[src/rtl/boot_ram_if.sv]
// Loader stream plus genrom-compatible fetch bus for boot_ram.
// Carries signals only; it adds no timing of its own.
// The slave side is the RAM and the master side is the loader/core.
interface boot_ram_if #(
    parameter int AW    = 4,
    parameter int EXTRA = 4
);
    localparam int DW = (2**EXTRA) * 8;

    // Boot loader byte stream
    logic              load_valid;
    logic              load_ready;
    logic [7:0]        load_data;
    logic              load_last;
    logic              loaded;
    logic              load_error;
    logic [AW:0]       load_count;

    // Fetch port (same semantics as genrom)
    logic [AW:0]       addr;
    logic [EXTRA-1:0]  extra;
    logic [AW:0]       lower_bound;
    logic [AW:0]       upper_bound;
    logic [DW-1:0]     data;
    logic              error;

    modport slave (
        input  load_valid, load_data, load_last,
        input  addr, extra, lower_bound, upper_bound,
        output load_ready, loaded, load_error, load_count,
        output data, error
    );

    modport master (
        output load_valid, load_data, load_last,
        output addr, extra, lower_bound, upper_bound,
        input  load_ready, loaded, load_error, load_count,
        input  data, error
    );
endinterface

[src/rtl/boot_ram.sv]
// Byte RAM filled once from a streaming loader, then read through a genrom-style fetch port.
// Fetch latency is 1 cycle; loader beats are written on the accepting edge.
// The loader stalls (load_ready=0) once the image is done or has overflowed; fetch has no backpressure.
module boot_ram #(
    parameter int AW    = 4,
    parameter int EXTRA = 4
) (
    input  logic       clk,
    input  logic       reset,
    boot_ram_if.slave  bus
);
    localparam int DEPTH = 2**AW;
    localparam int NB    = 2**EXTRA;
    localparam int DW    = NB * 8;
    localparam int EW    = AW + 2;

    typedef logic [EW-1:0] ext_t;
    typedef enum logic [1:0] {ST_LOAD, ST_DONE, ST_OVF} state_t;

    state_t          state_q, state_d;
    logic [AW:0]     count_q, count_d;
    logic            mem_we;
    logic [7:0]      mem [DEPTH];

    logic [DW-1:0]   data_q, data_d;
    logic            error_q, error_d;
    ext_t            end_w;
    ext_t            idx;

    // Load FSM state and byte counter
    always_ff @(posedge clk or posedge reset) begin
        if (reset) begin
            state_q <= ST_LOAD;
            count_q <= '0;
        end else begin
            state_q <= state_d;
            count_q <= count_d;
        end
    end

    // Load FSM next state: accept beats only in LOAD, drop the one beyond DEPTH
    always_comb begin
        state_d = state_q;
        count_d = count_q;
        mem_we  = 1'b0;
        case (state_q)
            ST_LOAD: begin
                if (bus.load_valid) begin
                    if (count_q < (AW+1)'(DEPTH)) begin
                        mem_we  = 1'b1;
                        count_d = count_q + 1'b1;
                        if (bus.load_last) begin
                            state_d = ST_DONE;
                        end
                    end else begin
                        state_d = ST_OVF;
                    end
                end
            end
            ST_DONE: state_d = ST_DONE;
            ST_OVF:  state_d = ST_OVF;
            default: state_d = ST_LOAD;
        endcase
    end

    // Storage write; contents intentionally survive reset
    always_ff @(posedge clk) begin
        if (mem_we && !reset) begin
            mem[count_q[AW-1:0]] <= bus.load_data;
        end
    end

    // Fetch check and byte gather; end address kept two bits wider so it never wraps
    always_comb begin
        end_w   = ext_t'(bus.addr) + ext_t'(bus.extra);
        error_d = (state_q != ST_DONE)
               || (bus.addr < bus.lower_bound)
               || (end_w > ext_t'(bus.upper_bound))
               || (end_w >= ext_t'(DEPTH));
        data_d  = '0;
        idx     = '0;
        for (int i = 0; i < NB; i++) begin
            idx = ext_t'(bus.addr) + ext_t'(i);
            if (!error_d && (i <= int'(bus.extra))) begin
                data_d[8*i +: 8] = mem[idx[AW-1:0]];
            end
        end
    end

    // Fetch result register; reset forces a faulting, zero result immediately
    always_ff @(posedge clk or posedge reset) begin
        if (reset) begin
            data_q  <= '0;
            error_q <= 1'b1;
        end else begin
            data_q  <= data_d;
            error_q <= error_d;
        end
    end

    assign bus.load_ready = (state_q == ST_LOAD);
    assign bus.loaded     = (state_q == ST_DONE);
    assign bus.load_error = (state_q == ST_OVF);
    assign bus.load_count = count_q;
    assign bus.data       = data_q;
    assign bus.error      = error_q;
endmodule

[src/flat_wrapper.sv]
// flat-port wrapper written by rule: the top's interface ports become plain ports
module boot_ram_flat 
#(
    parameter int AW    = 4,
    parameter int EXTRA = 4
)
  (clk, reset, bus_load_valid, bus_load_data, bus_load_last, bus_addr, bus_extra, bus_lower_bound, bus_upper_bound, bus_load_ready, bus_loaded, bus_load_error, bus_load_count, bus_data, bus_error);
  boot_ram_if #(.AW(AW), .EXTRA(EXTRA)) bus_i ();
  input  logic clk;
  input  logic reset;
  input wire logic [$bits(bus_i.load_valid)-1:0] bus_load_valid;
  input wire logic [$bits(bus_i.load_data)-1:0] bus_load_data;
  input wire logic [$bits(bus_i.load_last)-1:0] bus_load_last;
  input wire logic [$bits(bus_i.addr)-1:0] bus_addr;
  input wire logic [$bits(bus_i.extra)-1:0] bus_extra;
  input wire logic [$bits(bus_i.lower_bound)-1:0] bus_lower_bound;
  input wire logic [$bits(bus_i.upper_bound)-1:0] bus_upper_bound;
  output wire logic [$bits(bus_i.load_ready)-1:0] bus_load_ready;
  output wire logic [$bits(bus_i.loaded)-1:0] bus_loaded;
  output wire logic [$bits(bus_i.load_error)-1:0] bus_load_error;
  output wire logic [$bits(bus_i.load_count)-1:0] bus_load_count;
  output wire logic [$bits(bus_i.data)-1:0] bus_data;
  output wire logic [$bits(bus_i.error)-1:0] bus_error;
  assign bus_i.load_valid = bus_load_valid;
  assign bus_i.load_data = bus_load_data;
  assign bus_i.load_last = bus_load_last;
  assign bus_i.addr = bus_addr;
  assign bus_i.extra = bus_extra;
  assign bus_i.lower_bound = bus_lower_bound;
  assign bus_i.upper_bound = bus_upper_bound;
  assign bus_load_ready = bus_i.load_ready;
  assign bus_loaded = bus_i.loaded;
  assign bus_load_error = bus_i.load_error;
  assign bus_load_count = bus_i.load_count;
  assign bus_data = bus_i.data;
  assign bus_error = bus_i.error;
  boot_ram #(.AW(AW), .EXTRA(EXTRA)) u_core (.clk(clk), .reset(reset), .bus(bus_i));
endmodule
[config.mk]
export PLATFORM = sky130hd
export DESIGN_NAME = boot_ram_flat
export DESIGN_NICKNAME = d
export VERILOG_FILES = /design/src/rtl/boot_ram_if.sv /design/src/rtl/boot_ram.sv /design/src/flat_wrapper.sv
export SDC_FILE = /design/constraint.sdc
export NUM_CORES = 1
export LEC_CHECK = 0
export CORE_AREA = 2 2 254 256
export DETAILED_ROUTE_END_ITERATION = 10
export DIE_AREA = 0 0 256 258
export PLACE_DENSITY = 0.43
export SKIP_LAST_GASP = 1
export SLEW_MARGIN = 20
export SYNTH_ARGS = -nofsm -noshare
export SYNTH_HDL_FRONTEND = slang
export SYNTH_SLANG_ARGS = --single-unit
[constraint.sdc]
create_clock -name clk -period 10.9 [get_ports clk]
set_input_delay 1.09 -clock clk [delete_from_list [all_inputs] [get_ports clk]]
set_output_delay 1.09 -clock clk [all_outputs]
set_load 0.05 [all_outputs]
==> results of run 1 <==
report_power, final:
part	total (mW)	leakage [nW]	internal, mW	switching, mW
Clock	1.07	0.498	0.639	0.433
Sequential	1.05	3.03	1.05	0.0000000000000000192
Combinational	0.429	3.29	0.180	0.249
Total	2.55	6.81	1.86	0.682
registers in the layout (all words and copies together), names as in the netlist:
register               flops
u_core.bus.error           1
u_core.bus.load_count      5
u_core.bus.data          128
u_core.state_q             2
u_core.mem               128
how the worst min path moves through the flow:
stage	cells after the start	startpoint	to	slack (ns)
2_1_floorplan	1	u_core.state_q[1]	u_core.state_q[0]	0.45
6_report	1	u_core.state_q[0]	u_core.state_q[1]	0.50
4_1_cts	1	u_core.state_q[0]	u_core.state_q[1]	0.50
3_5_place_dp	1	u_core.state_q[0]	u_core.state_q[1]	0.49
3_3_place_gp	1	u_core.state_q[1]	u_core.state_q[0]	0.48
5_1_grt	1	u_core.state_q[1]	u_core.state_q[0]	0.53
layer usage:
metal	routed length, um	GRT usage, %	share of wire, %	vias up
li1	-	-	-	4765
met1	24000	22.7	42	6023
met2	27600	28.0	48	476
met3	3510	2.65	6.2	71
met4	1900	5.95	3.3	2
met5	11	0	0.019	-
cell type report:
class                      instances  area [um^2]  share of cell area (%)
multi-input combinational        695         8000                    41.4
sequential                       264         7250                    37.6
timing repair buffer             193         1860                    9.66
tap                              855         1070                    5.54
clock buffer                      33          783                    4.06
clock inverter                    23          267                    1.38
inverter                          17         68.8                   0.357
worst max-delay path, stage by stage:
cell and delay [ns]:
clkdlybuf4s50_1 1.10, ha_1 0.40, a21oi_1 0.16, xor2_1 0.21, inv_1 0.06, ha_1 0.31, a21oi_1 0.14, nand2_1 0.08
o22ai_2 0.67, nand4_1 0.67, nor3_1 0.43
layout by cell type, fill, tap and decap left out, types with 5 or more instances in the layout:
master             n
mux4_2           179
inv_1             16
a221oi_1          58
mux2_2            23
a22oi_1           46
nand2_1           23
nand4_1           10
clkbuf_16         31
nor2_1            30
and3_1            11
bufinv_16          5
mux2i_1           28
a211oi_1          20
a22o_1            58
a2111oi_0          5
a21oi_1           14
clkinvlp_4         6
edfxtp_1         128
clkinv_2           5
xnor2_1            6
nor2b_1           14
nor2_2             6
clkdlybuf4s50_1  164
nor3_1            78
ha_1              24
dfrtp_1          135
buf_4             28
logic make-up after synthesis:
family | Yosys count
xor+xnor | 13
compound gates | 220
mux | 230
buf+inv | 122
simple gates | 206
flops | 264
fa+ha+maj | 26
metrics by stage:
stage | cells | power (mW) | area (um^2) | setup slack (ns)
detailed placement | 2024 | 1.49 | 18200 | 5.45
global route | 2080 | 2.65 | 19300 | 5.67
floorplan | 1081 | 1.38 | 15700 | 5.44
finish | 2080 | 2.55 | 19300 | 6.01
CTS | 2080 | 2.58 | 19300 | 6.05
global placement | 2024 | 1.49 | 18200 | 5.35
==> impl_metrics.csv, run 1 <==
group,metric,value,unit
timing,grt_setup_unrepaired,"no",
power,leakage,6.81,nW
job,drv_cap,0,
logic_synthesis,synthAdderAreaFrac,2.12,%
timing,setup_tns,0,ns
worst_setup_path,r2r_setup_slack,8.03,ns
worst_setup_path,critical_path_peak_fanout,19,
floorplanning,die_h,258,um
detailed_routing,drc,0,
floorplanning,core,63600,um^2
cts,clock-sinks,264,
cts,cts_tree,"built",
floorplanning,io-pin-count,168,
timing,relSlewSlack,27.7,%
global_routing,antenna_found_initial,1,
outcome,outcome,"finished, final reports clean",
worst_setup_path,start_kind,"input port",
detailed_routing,vias,11300,
detailed_routing,wire_per_inst,27.4,um
logic_synthesis,ys_ff_latch,264,
detailed_routing,drtPass1Iterations,6,
timing,finalCriticalPeriod,4.89,ns
cts,cts_hold_buf,0,
worst_setup_path,critPathRequiredTime,11.37,ns
layout,layout.nets,1258,
floorplanning,die_area,66000,um^2
logic_synthesis,synth_compound_area_share,11.2,%
power,irDropWorstVdd,0.126,mV
worst_setup_path,crit_type,"in2reg",
timing,period_share,44.8,%
global_routing,first_global_vias,11300,
global_routing,grt_overflow,0,
floorplanning,rows,93,
logic_synthesis,synth-simple-area-share,6.76,%
worst_setup_path,crit_end,"u_core.bus.data[68]",
logic_synthesis,synth_edf_count,128,
detailed_routing,dr.first_iter.drc_count,1232,
floorplanning,die_x,256,um
worst_setup_path,regToRegStartpoint,"u_core.state_q[1]",
detailed_routing,drt-total-wl,57.0,mm
logic_synthesis,synth.area.top_cells,"mux4_2 (26%), edfxtp_1 (24%), dfrtp_1 (21%)",
global_routing,grt_usage,17.0,%
logic_synthesis,synthCells,1081,
logic_synthesis,synthesis.area,15700,um^2
timing,finalSetupViolCount,0,
cts,clk_path_buf_depth,3,
cts,h-tree-depth,1,
global_routing,grt_max_degree,82,
logic_synthesis,synth_top_area_share,25.6,%
layout,postLayoutCoreUtil,30.3,%
global_routing,grt_pass1_wl,83.0,mm
cts,cts-root-buf,"clkbuf_16",
worst_setup_path,endpoint_kind,"flop",
layout,drive_gt1_share,25.6,%
power,power_density,132,nW/um^2
worst_setup_path,crit_start,"bus_addr[3]",
logic_synthesis,yosysWarnings,0,
logic_synthesis,synth-xor-area-share,0.915,%
logic_synthesis,syn_nets,1138,
worst_setup_path,cp.arrival,5.35,ns
logic_synthesis,synth_top_cell_by_area,"mux4_2",
layout,n_antenna_cell,0,
hold_path,hold_class,"reg2reg",
logic_synthesis,async_flop_share,51.5,%
timing,fmaxAchievable,205,MHz
logic_synthesis,muxShareOfSynthArea,29.1,%
timing,worst_pin_slew,1.08,ns
cts,clock_latency,0.58,ns
timing,fin_hold_ws,0.499,ns
place,dp.final_hpwl,41.8,mm
cts,clk_pin_slew,0.06,ns
cts,cts_made_buffers,30,
worst_setup_path,r2r-end,"u_core.bus.data[68]",
worst_setup_path,reg2regPathDepth,5,
timing,finalHoldViolCount,0,
logic_synthesis,synth_top_family_by_area,"multiplexers",
floorplanning,start_util,24.7,%
cts,ctsResizeCount,0,
logic_synthesis,ys.flop_type,"dfrtp_1",
logic_synthesis,yosysMostFrequentCell,"mux4_2",
place,place_congestion,0.853,
layout,nFillCells,6326,
detailed_routing,viasPerCell,5.45,
logic_synthesis,synth.distinct_cells,50,
place,port_buffers,167,
timing,fin_skew,0.0117,ns
logic_synthesis,synthTopCellsByCount,"mux4_2 (179), dfrtp_1 (135), edfxtp_1 (128)",
logic_synthesis,syn_area_per_cell,14.5,um^2
cts,post_cts_buffers,0,
detailed_routing,antenna_left,0,
logic_synthesis,synth-seq-area-share,46.1,%
layout,syn_to_final_growth,22.7,%
timing,slew_violations,0,
(Power assumes the default switching activity.)
==> run 2, diff against run 1 <==
==> constraint.sdc (replaced) <==
create_clock -name clk -period 4.9 [get_ports clk]
set_input_delay 0.49 -clock clk [delete_from_list [all_inputs] [get_ports clk]]
set_output_delay 0.49 -clock clk [all_outputs]
set_load 0.05 [all_outputs]
==> impl_metrics.csv, run 2 (synthesis results as in run 1) <==
group,metric,value,unit
outcome,outcome,"finished, final reports clean",
power,irDropWorstVdd,0.259,mV
layout,final_cell_mix,"mux4_2 (179), clkdlybuf4s50_1 (164), dfrtp_1 (135)",
worst_setup_path,regToRegStartpoint,"u_core.state_q[0]",
worst_setup_path,crit_start,"bus_extra[0]",
cts,post_cts_buffers,0,
timing,fmaxAchievable,266,MHz
layout,layout.nets,1279,
detailed_routing,antenna_left,0,
timing,finalHoldViolCount,0,
floorplanning,core,63600,um^2
cts,h-tree-depth,1,
cts,clk_path_buf_depth,3,
global_routing,first_global_vias,11600,
hold_path,hold_class,"in2async",
place,dp.final_hpwl,42.6,mm
worst_setup_path,endpoint_kind,"flop",
timing,setup_tns,0,ns
power,leakage,6.92,nW
cts,cts-root-buf,"clkbuf_16",
global_routing,antenna_found_initial,0,
cts,clock_latency,0.59,ns
timing,finalCriticalPeriod,3.76,ns
floorplanning,rows,93,
cts,clk_pin_slew,0.06,ns
timing,fin_skew,0.0170,ns
global_routing,grt_overflow,0,
cts,cts_made_buffers,31,
worst_setup_path,critical_path_peak_fanout,19,
global_routing,grt_max_degree,106,
layout,nFillCells,6357,
timing,finalSetupViolCount,0,
timing,relSlewSlack,33.3,%
layout,syn_to_final_growth,23.5,%
floorplanning,die_h,258,um
place,port_buffers,167,
place,post_dp_cell_area,18400,um^2
layout,drive_gt1_share,25.9,%
layout,final_common_cell,"mux4_2",
floorplanning,start_util,24.7,%
worst_setup_path,critPathRequiredTime,5.33,ns
detailed_routing,wire_per_inst,27.5,um
worst_setup_path,crit_type,"in2reg",
detailed_routing,vias,11500,
place,place_congestion,0.849,
cts,cts_hold_buf,0,
detailed_routing,viasPerCell,5.46,
detailed_routing,drc,0,
power,power_density,293,nW/um^2
layout,n_antenna_cell,0,
detailed_routing,dr.first_iter.drc_count,1406,
timing,slew_violations,0,
job,drv_cap,0,
global_routing,grt_pass1_wl,84.3,mm
worst_setup_path,start_kind,"input port",
layout,fin_area,19400,um^2
cts,clock-sinks,264,
floorplanning,die_area,66000,um^2
timing,worst_pin_slew,1.00,ns
global_routing,grt_usage,17.1,%
floorplanning,die_x,256,um
cts,cts_tree,"built",
floorplanning,io-pin-count,168,
timing,grt_setup_unrepaired,"no",
timing,period_share,76.7,%
worst_setup_path,reg2regPathDepth,5,
cts,ctsResizeCount,0,
detailed_routing,drt-total-wl,57.7,mm
detailed_routing,drtPass1Iterations,4,
worst_setup_path,cp.arrival,4.19,ns
==> run 2: layer usage <==
metal	up-vias	global-route usage (%)	part of all wire [%]
met5	-	0	0
met4	0	5.36	3.0
met3	72	2.70	6.2
met2	515	28.2	48
met1	6077	23.2	43
li1	4806	-	-
==> run 2: area by class of cell <==
cell class	count	area [um^2]	share of cell area [%]
repair buffers	213	2050	10.6
clock inverters	10	129	0.664
well taps	855	1070	5.51
multi-input cells	695	7940	40.9
inverters	17	68.8	0.354
clock buffers	46	905	4.66
flip-flops and latches	264	7250	37.3
==> run 2: final timing paths <==
path	endpoint	slack, ns
hold reg to reg	u_core.state_q[0]	0.49
hold / removal	u_core.bus.data[37]	0.29
setup / recovery	u_core.bus.data[120]	1.14
setup reg to reg	u_core.mem[9][0]	2.45
min in group clk	u_core.state_q[0]	0.49
max in group asynchronous	u_core.bus.data[43]	3.62
==> run 2: worst max-delay path, cell delays in order <==
cell and delay (ns):
clkdlybuf4s50_1 0.56, ha_1 0.29, fa_1 0.41, a21o_1 0.17
a21oi_1 0.16, xor2_1 0.22, inv_1 0.07, ha_1 0.31
a21oi_1 0.17, nand2_1 0.09, o22ai_2 0.12, buf_4 0.28
nand4_2 0.31, a2111oi_0 0.54
==> run 2: report_power, final <==
part                   switching, mW  internal (mW)  total, mW
Combinational                  0.565          0.417      0.982
Clock                          0.956           1.43       2.38
Sequential     0.0000000000000000383           2.33       2.33
==> run 2: through the flow <==
step	cells	power [mW]	hold WS [ns]	setup WS, ns	util [%]
5_1_grt	2100	5.90	0.299	0.973	30.5
2_1_floorplan	1081	3.07	0.453	0.0353	-
3_5_place_dp	2044	3.35	0.488	0.589	28.9
6_report	2100	5.69	0.286	1.14	30.5
3_3_place_gp	2044	3.35	0.477	0.618	28.9
4_1_cts	2100	5.74	0.281	1.18	30.5
==> run 3, diff against run 2 <==
==> constraint.sdc (replaced) <==
create_clock -name clk -period 3.6 [get_ports clk]
set_input_delay 0.36 -clock clk [delete_from_list [all_inputs] [get_ports clk]]
set_output_delay 0.36 -clock clk [all_outputs]
set_load 0.05 [all_outputs]
==> impl_metrics.csv, run 3 (synthesis results as in run 1) <==
group,metric,value,unit
outcome,outcome,"finished, final reports clean",
timing,fin_skew,0.0207,ns
cts,cts-root-buf,"clkbuf_16",
cts,clock_latency,0.60,ns
detailed_routing,wire_per_inst,26.5,um
global_routing,first_global_vias,11700,
floorplanning,core,63600,um^2
detailed_routing,viasPerCell,5.36,
power,power,7.70,mW
timing,period_share,90.5,%
timing,finalHoldViolCount,0,
detailed_routing,drt-total-wl,57.1,mm
place,pre_cts_ws,-0.227,ns
cts,cts_tree,"built",
worst_setup_path,critical_path_peak_fanout,10,
layout,layout.nets,1331,
hold_path,hold_class,"in2async",
detailed_routing,vias,11500,
timing,finalCriticalPeriod,3.26,ns
floorplanning,io-pin-count,168,
layout,syn_to_final_growth,26.2,%
floorplanning,rows,93,
timing,fmaxAchievable,307,MHz
worst_setup_path,start_kind,"input port",
place,place_congestion,0.841,
cts,clk_path_buf_depth,3,
layout,fin_area,19800,um^2
worst_setup_path,r2r_setup_slack,1.32,ns
place,port_buffers,167,
worst_setup_path,cp.arrival,3.70,ns
job,drv_cap,0,
layout,nFillCells,6304,
cts,clock-sinks,264,
worst_setup_path,crit_type,"in2reg",
timing,finalWorstSetupSlack,0.340,ns
layout,final_cell_mix,"mux4_2 (179), clkdlybuf4s50_1 (164), dfrtp_1 (135)",
worst_setup_path,critPathRequiredTime,4.04,ns
power,irDropWorstVdd,0.319,mV
global_routing,grt_usage,16.9,%
place,post_dp_cell_area,18800,um^2
cts,cts_made_buffers,31,
global_routing,grt_overflow,0,
power,leakage,7.19,nW
layout,drive_gt1_share,29.1,%
detailed_routing,antenna_left,0,
floorplanning,die_h,258,um
detailed_routing,drc,0,
worst_setup_path,endpoint_kind,"flop",
global_routing,antenna_found_initial,3,
timing,relSlewSlack,44.5,%
place,dp.final_hpwl,41.8,mm
global_routing,grt_pass1_wl,83.2,mm
timing,worst_pin_slew,0.833,ns
detailed_routing,dr.first_iter.drc_count,1187,
timing,finalSetupViolCount,0,
cts,clk_pin_slew,0.07,ns
timing,slew_violations,0,
global_routing,grt_max_degree,105,
cts,ctsResizeCount,0,
timing,grt_setup_unrepaired,"no",
layout,final_common_cell,"mux4_2",
floorplanning,die_x,256,um
cts,h-tree-depth,1,
floorplanning,die_area,66000,um^2
cts,post_cts_buffers,0,
power,power_density,388,nW/um^2
layout,postLayoutCoreUtil,31.2,%
floorplanning,start_util,24.7,%
cts,cts_hold_buf,0,
detailed_routing,drtPass1Iterations,5,
-- run 3: per-layer routing --
layer	vias up	global-route usage (%)	part of all wire [%]
li1	4912	-	-
met1	6079	22.3	42
met2	475	27.8	47
met3	79	2.91	6.4
met4	4	6.63	3.9
met5	-	0	0.042
-- run 3: power by group --
part | switching (mW) | internal, mW
registers | 0.0000000000000000499 | 3.17
clock network | 1.36 | 1.81
logic | 0.769 | 0.594
-- run 3: stage by stage --
step                cells  TNS, ns  hold slack [ns]
finish               2153        0            0.406
global route         2152        0            0.429
CTS                  2152        0            0.389
detailed placement   2096    -1.93            0.478
global placement     2096    -1.89            0.476
floorplan            1081        0            0.453
-- run 3: final cells by class --
cell class / count / area, um^2 / share of cell area (%)
antenna: 1 / 2.50 / 0.0126
tap: 855 / 1070 / 5.39
multi-input combinational: 695 / 7930 / 39.9
clock buffer: 40 / 881 / 4.44
inverter: 17 / 67.6 / 0.340
sequential: 264 / 7250 / 36.5
clock inverter: 16 / 136 / 0.687
timing repair buffer: 265 / 2510 / 12.7
-- run 3: final timing paths --
check | startpoint | end | cells past startpoint
min in group clk | bus_load_last | u_core.state_q[0] | 3
setup reg to reg | u_core.state_q[1] | u_core.bus.data[93] | 7
setup / recovery | bus_extra[0] | u_core.bus.data[93] | 15
max in group asynchronous | reset | u_core.bus.load_count[3] | 4
hold reg to reg | u_core.state_q[1] | u_core.state_q[0] | 1
hold / removal | reset | u_core.bus.data[97] | 3
-- run 3: worst max-delay path: stages --
cell             delay [ns]
clkdlybuf4s50_1        0.43
ha_1                   0.22
fa_1                   0.38
a21o_1                 0.17
a21oi_1                0.22
xor2_2                 0.18
inv_1                  0.06
ha_1                   0.30
a21oi_1                0.14
nand2_1                0.08
o22ai_2                0.17
buf_12                 0.16
buf_12                 0.11
nand4_1                0.28
a211oi_1               0.43
